File: src/rtl/asip_pipe_pkg.sv
// Shared types for the vector ASIP pipeline: the EX/MEM payload layout and the
// handshake state encoding used by the EX->MEM stage.
package asip_pipe_pkg;

  localparam int EM_N     = 32;
  localparam int EM_LANES = 4;
  localparam int EM_AW    = 4;
  localparam int EM_CW    = 16;

  // Field order here defines the flat bus packing used inside ex_mem_stage.
  typedef struct packed {
    logic [EM_LANES*EM_N-1:0] RD2;
    logic [EM_LANES*EM_N-1:0] AluResult;
    logic [EM_LANES-1:0]      LaneMask;
    logic                     RF_WE;
    logic                     MemWE;
    logic                     WBSelect;
    logic [EM_AW-1:0]         A3;
  } ex_mem_payload_t;

  typedef enum logic [1:0] {
    EMPTY = 2'd0,
    ONE   = 2'd1,
    TWO   = 2'd2
  } ex_mem_state_t;

  function automatic int payload_width(input int n, input int lanes, input int aw);
    return 2*lanes*n + lanes + 3 + aw;
  endfunction

endpackage

File: src/rtl/ex_mem_slot.sv
// One EX/MEM payload register with load enable; synchronous reset clears it so
// outputs read as zero straight after reset.
module ex_mem_slot #(
  parameter int W = 8
) (
  input  logic         CLK,
  input  logic         RST,
  input  logic         load,
  input  logic [W-1:0] d,
  output logic [W-1:0] q
);

  logic [W-1:0] q_reg;

  always_ff @(posedge CLK) begin
    if (RST) begin
      q_reg <= '0;
    end else if (load) begin
      q_reg <= d;
    end
  end

  assign q = q_reg;

endmodule

File: src/rtl/ex_mem_stage.sv
// EX->MEM pipeline stage: LANES x N payload with valid/ready handshake, a
// one-entry skid buffer, bubble-inserting flush and a saturating stall counter.
module ex_mem_stage
  import asip_pipe_pkg::*;
#(
  parameter int N     = EM_N,
  parameter int LANES = EM_LANES,
  parameter int AW    = EM_AW,
  parameter int CW    = EM_CW
) (
  input  logic               CLK,
  input  logic               RST,
  input  logic               valid_i,
  output logic               ready_o,
  input  logic               flush_i,
  input  logic [LANES*N-1:0] RD2_i,
  input  logic [LANES*N-1:0] AluResult_i,
  input  logic [LANES-1:0]   LaneMask_i,
  input  logic               RF_WE_i,
  input  logic               MemWE_i,
  input  logic               WBSelect_i,
  input  logic [AW-1:0]      A3_i,
  output logic               valid_o,
  input  logic               ready_i,
  output logic [LANES*N-1:0] RD2_o,
  output logic [LANES*N-1:0] AluResult_o,
  output logic [LANES-1:0]   LaneMask_o,
  output logic               RF_WE_o,
  output logic               MemWE_o,
  output logic               WBSelect_o,
  output logic [LANES-1:0]   MemWE_lane_o,
  output logic [AW-1:0]      A3_o,
  output logic               hz_we_o,
  output logic [AW-1:0]      hz_A3_o,
  output logic [CW-1:0]      stall_cnt_o
);

  localparam int W = payload_width(N, LANES, AW);

  ex_mem_state_t state_reg, state_next;
  logic          load_h, load_s, h_from_s;
  logic          accept, drain;
  logic [W-1:0]  in_bus, h_d, h_q, s_q;
  logic          rf_we_h, mem_we_h;
  logic [CW-1:0] stall_cnt_reg;

  assign ready_o = (state_reg != TWO);
  assign valid_o = (state_reg != EMPTY);

  // Flush suppresses both sides: the held head is not considered consumed.
  assign accept = valid_i & ready_o & ~flush_i;
  assign drain  = valid_o & ready_i & ~flush_i;

  assign in_bus = {RD2_i, AluResult_i, LaneMask_i, RF_WE_i, MemWE_i, WBSelect_i, A3_i};
  assign h_d    = h_from_s ? s_q : in_bus;

  always_comb begin
    state_next = state_reg;
    load_h     = 1'b0;
    load_s     = 1'b0;
    h_from_s   = 1'b0;
    if (flush_i) begin
      state_next = EMPTY;
    end else begin
      unique case (state_reg)
        EMPTY: begin
          if (accept) begin
            load_h     = 1'b1;
            state_next = ONE;
          end
        end
        ONE: begin
          if (accept && drain) begin
            load_h = 1'b1;
          end else if (accept) begin
            load_s     = 1'b1;
            state_next = TWO;
          end else if (drain) begin
            state_next = EMPTY;
          end
        end
        TWO: begin
          if (drain) begin
            load_h     = 1'b1;
            h_from_s   = 1'b1;
            state_next = ONE;
          end
        end
        default: state_next = EMPTY;
      endcase
    end
  end

  always_ff @(posedge CLK) begin
    if (RST) begin
      state_reg <= EMPTY;
    end else begin
      state_reg <= state_next;
    end
  end

  ex_mem_slot #(.W(W)) u_head (
    .CLK  (CLK),
    .RST  (RST),
    .load (load_h),
    .d    (h_d),
    .q    (h_q)
  );

  ex_mem_slot #(.W(W)) u_skid (
    .CLK  (CLK),
    .RST  (RST),
    .load (load_s),
    .d    (in_bus),
    .q    (s_q)
  );

  assign {RD2_o, AluResult_o, LaneMask_o, rf_we_h, mem_we_h, WBSelect_o, A3_o} = h_q;

  // Write enables are qualified by valid so a bubble never commits anything.
  assign RF_WE_o = rf_we_h & valid_o;
  assign MemWE_o = mem_we_h & valid_o;
  assign hz_we_o = RF_WE_o;
  assign hz_A3_o = A3_o;

  generate
    for (genvar gi = 0; gi < LANES; gi++) begin : g_lane_we
      assign MemWE_lane_o[gi] = MemWE_o & LaneMask_o[gi];
    end
  endgenerate

  always_ff @(posedge CLK) begin
    if (RST) begin
      stall_cnt_reg <= '0;
    end else if (valid_o && !ready_i && (stall_cnt_reg != {CW{1'b1}})) begin
      stall_cnt_reg <= stall_cnt_reg + CW'(1);
    end
  end

  assign stall_cnt_o = stall_cnt_reg;

endmodule
File: config.mk
export PLATFORM = sky130hd
export DESIGN_NAME = ex_mem_stage
export DESIGN_NICKNAME = d
export VERILOG_FILES = /design/src/rtl/asip_pipe_pkg.sv /design/src/rtl/ex_mem_slot.sv /design/src/rtl/ex_mem_stage.sv
export SDC_FILE = /design/constraint.sdc
export NUM_CORES = 1
export LEC_CHECK = 0
export CAP_MARGIN = 20
export CORE_MARGIN = 3
export CORE_UTILIZATION = 45
export CTS_BUF_LIST = sky130_fd_sc_hd__clkbuf_8 sky130_fd_sc_hd__clkbuf_16
export CTS_CLUSTER_SIZE = 30
export DETAILED_ROUTE_END_ITERATION = 10
export GPL_TIMING_DRIVEN = 0
export PLACE_DENSITY = 0.76
export SETUP_SLACK_MARGIN = 0.05
export SLEW_MARGIN = 10
export SYNTH_ARGS = -nofsm -noshare
export SYNTH_HDL_FRONTEND = slang
export SYNTH_HIERARCHICAL = 1
export SYNTH_SLANG_ARGS = --single-unit
File: constraint.sdc
create_clock -name CLK -period 1.88 [get_ports CLK]
set_input_delay 0.376 -clock CLK [delete_from_list [all_inputs] [get_ports CLK]]
set_output_delay 0.376 -clock CLK [all_outputs]
set_load 0.01 [all_outputs]
==> impl_metrics.csv <==
group,metric,value,unit
placement,place_ws,-1.41,ns
critical_path,r2r-start,"state_reg[0]",
floorplanning,die_w,235,µm
critical_path,timing.rr.end,"u_head/q[237]",
pwr,vdd_ir_drop_max,827,µV
global_route,grt_pass1_vias,19200,
global_route,grt_max_degree,16,
yosys,yosys.area.top_type,"dfxtp_1",
yosys,yosysTopAreaCellShare,46.7,%
critical_path,arrival,2.48,ns
timing,finalSetupViolations,217,
timing,fmax,497,MHz
placement,dp.cells,3395,
pwr,p_comb_share,11.7,%
timing,fin_ws,-0.131,ns
min_path,hp-class,"input port to register",
placement,portBuffers,565,
yosys,synth_cell_types,43,
critical_path,crit_start,"state_reg[0]",
timing,rsz0062_at_grt,"yes",
critical_path,worstSetupPathDepth,10,
pwr,clkPwrFrac,43.5,%
timing,min_period,2.01,ns
floorplanning,io_pins,566,
route,drc,0,
clock_network,htreeDepth,2,
critical_path,cp_cell_sequence,"nand2b_4 > nor3b_4 > buf_12 > buf_12 > buf_12 > buf_12 > buf_12 > mux2_4 > mux2i_2 > nor2_1",
critical_path,setup.worst_path.end,"u_head/q[237]",
floorplanning,die_area,0.0553,mm²
pwr,p_switching,6.41,mW
clock_network,numCtsBuffers,59,
layout,finalInstanceArea,0.0344,mm²
route,wire_per_inst,21.1,µm
layout,finalNetCount,3109,
critical_path,reg2reg_slack,-0.13,ns
clock_network,cts-root-buf,"clkbuf_16",
placement,placed_cell_area,0.0302,mm²
route,vias_per_cell,5.13,
yosys,synth_top_flop_cell,"dfxtp_1",
critical_path,critPathLaunchType,"register",
critical_path,critPathTopFamily,"buffers and inverters",
floorplanning,coreArea,0.0516,mm²
pwr,power.internal,21.0,mW
floorplanning,initial_core_util,45.8,%
timing,final.period_utilization,107,%
global_route,antenna_found_initial,23,
critical_path,path_buf_inv,5,
yosys,ys_top_cells_by_area,"dfxtp_1, mux2i_1, mux2_1, nor2_1, buf_12",
pwr,switching_share,23.4,%
yosys,synth-edff-count,0,
global_route,grt_pass1_wl,112000,µm
route,drt_iter0_drc,698,
critical_path,slowest_stage,"dfxtp_4",
pwr,power.density,795,mW/mm²
floorplanning,fp-row-count,83,
layout,drive_above_1_share,20.9,%
yosys,yosysMostFrequentCell,"dfxtp_1",
clock_network,clk_latency,0.61,ns
clock_network,clk_pin_slew,0.06,ns
yosys,async_reset_ff_share,0,%
clock_network,tritoncts,"done",
pwr,seqPwrFrac,44.8,%
run_status,status,"finished, violations left",
yosys,synth_fp_nets,2423,
timing,hold_violations,0,
clock_network,clock_path_buffers,3,
global_route,gr-total-overflow,0,
timing,tightest_slew,0.552,ns
yosys,synthTopCellsByCount,"dfxtp_1, nor2_1, mux2i_1",
route,routed_wl,75700,µm
yosys,synth-seq-cells,552,
job,cap_viol_max_count,0,
yosys,synth-seq-area-share,46.7,%
placement,place.detailed.hpwl,51800,µm
route,drtAntennaViolNets,0,
layout,layout.cells.non_filler,3581,
floorplanning,die_y,235,µm
placement,place_congestion,0.840,
route,dr.pass1.iters,5,
timing,max-slew-margin-rel,63.2,%
pwr,leakage,14.5,nW
yosys,yosys_warnings,6,
timing,skew,0.0222,ns
critical_path,path_class,"register to register",
yosys,synth.avg_cell_area,11.0,µm²
layout,synthToLayoutAreaGrowth,45.4,%
clock_network,cts_sinks,552,
yosys,syn_inst,2150,
critical_path,reg2reg_depth,10,
critical_path,max_stage_delay,0.35,ns
global_route,grt_usage,25.6,%
route,via_count,18400,
timing,drv_slew,0,
timing,whs,0.408,ns
critical_path,cp-end-kind,"register",
run_status,violations,"setup timing",
critical_path,crit_fanout,6,
yosys,synth_area,0.0236,mm²
critical_path,worstPathRequired,2.35,ns
critical_path,critPathMostFrequentCell,"buf_12",
through the flow:
stage / setup TNS [ns] / utilization [%] / power (mW)
final: -9.24 / 66.6 / 27.4
after global routing: -47.65 / 66.6 / 28.3
after CTS: -18.64 / 65.9 / 27.4
after detailed placement: -510.28 / 58.5 / 15.6
after global placement: -473.32 / 58.5 / 15.5
after floorplan: 0 / - / 13.9
how the worst min path moves through the flow:
stage                           startpoint             to  slack, ns  depth (start not counted)
after floorplan                u_head/q[6]    u_head/q[6]       0.45                          2
after global placement        u_skid/q[33]   u_skid/q[33]       0.47                          2
after detailed placement     u_head/q[220]  u_head/q[220]       0.48                          2
after CTS                  AluResult_i[35]   u_skid/q[46]       0.35                          3
after global routing      AluResult_i[117]  u_skid/q[128]       0.40                          3
final                       AluResult_i[5]   u_skid/q[16]       0.41                          3
layer usage:
metal / global-route usage, % / up-vias / part of all wire [%]
li1: - / 8737 / -
met1: 30.4 / 8848 / 40
met2: 43.5 / 610 / 49
met3: 6.68 / 171 / 6.7
met4: 11.4 / 16 / 4.2
met5: 0 / - / 0.13
worst reg2reg max path, cell delays in order (launching register included):
cell      delay, ns
dfxtp_4        0.35
nand2b_4       0.15
nor3b_4        0.21
buf_12         0.15
buf_12         0.12
buf_12         0.13
buf_12         0.12
buf_12         0.12
mux2_4         0.30
mux2i_2        0.18
nor2_1         0.06
logic make-up after synthesis:
group                    after synthesis  share of synthesized area [%]
multiplexers                         808                           35.7
AND/OR/NAND/NOR                      603                           10.2
flip-flops                           552                           46.7
buffers and inverters                162                           6.70
AO/OA/AOI/OAI                         24                          0.677
adder cells (fa/ha/maj)                1                         0.0529
timing repair:
item                                    CTS  global route
pin swaps                                13            33
buffers inserted                         35            15
hold buffers                              0             0
cloned                                   24             5
resized for setup                       651           129
endpoints found under the setup margin  796           545
placed cells by master, fill, tap and decap left out, types with 7 or more instances in the layout:
cell,netlist,routed
a21oi_1,10,10
buf_12,44,87
buf_16,0,14
buf_2,64,50
buf_4,22,22
buf_6,4,17
buf_8,6,15
clkbuf_1,15,10
clkbuf_16,0,64
clkbuf_8,0,15
clkdlybuf4s50_1,0,271
clkinv_2,0,13
dfxtp_1,552,538
dfxtp_2,0,12
diode_2,0,16
dlygate4sd2_1,0,285
inv_1,2,15
mux2_1,234,21
mux2_2,40,9
mux2_4,0,244
mux2i_1,534,523
mux2i_2,0,11
nand3_1,7,7
nor2_1,543,542
power groups by stage:
stage / Combinational (mW) / Sequential [mW] / Clock [mW]
final: 3.21 / 12.3 / 11.9
after global routing: 3.40 / 12.3 / 12.6
after CTS: 3.07 / 12.2 / 12.1
after detailed placement: 3.07 / 12.5 / 0
after global placement: 3.01 / 12.5 / 0
after floorplan: 1.31 / 12.6 / 0
layout make-up:
class | count | area, µm²
antenna | 16 | 40.0
buffer | 153 | 1890
clock buffer | 74 | 1680
clock inverter | 36 | 328
fill | 3915 | 17200
inverter | 2 | 7.51
multi-input combinational | 1436 | 12000
sequential | 552 | 11100
tap | 680 | 851
timing repair buffer | 632 | 6480
No activity file was read; power rests on OpenSTA's default activity.
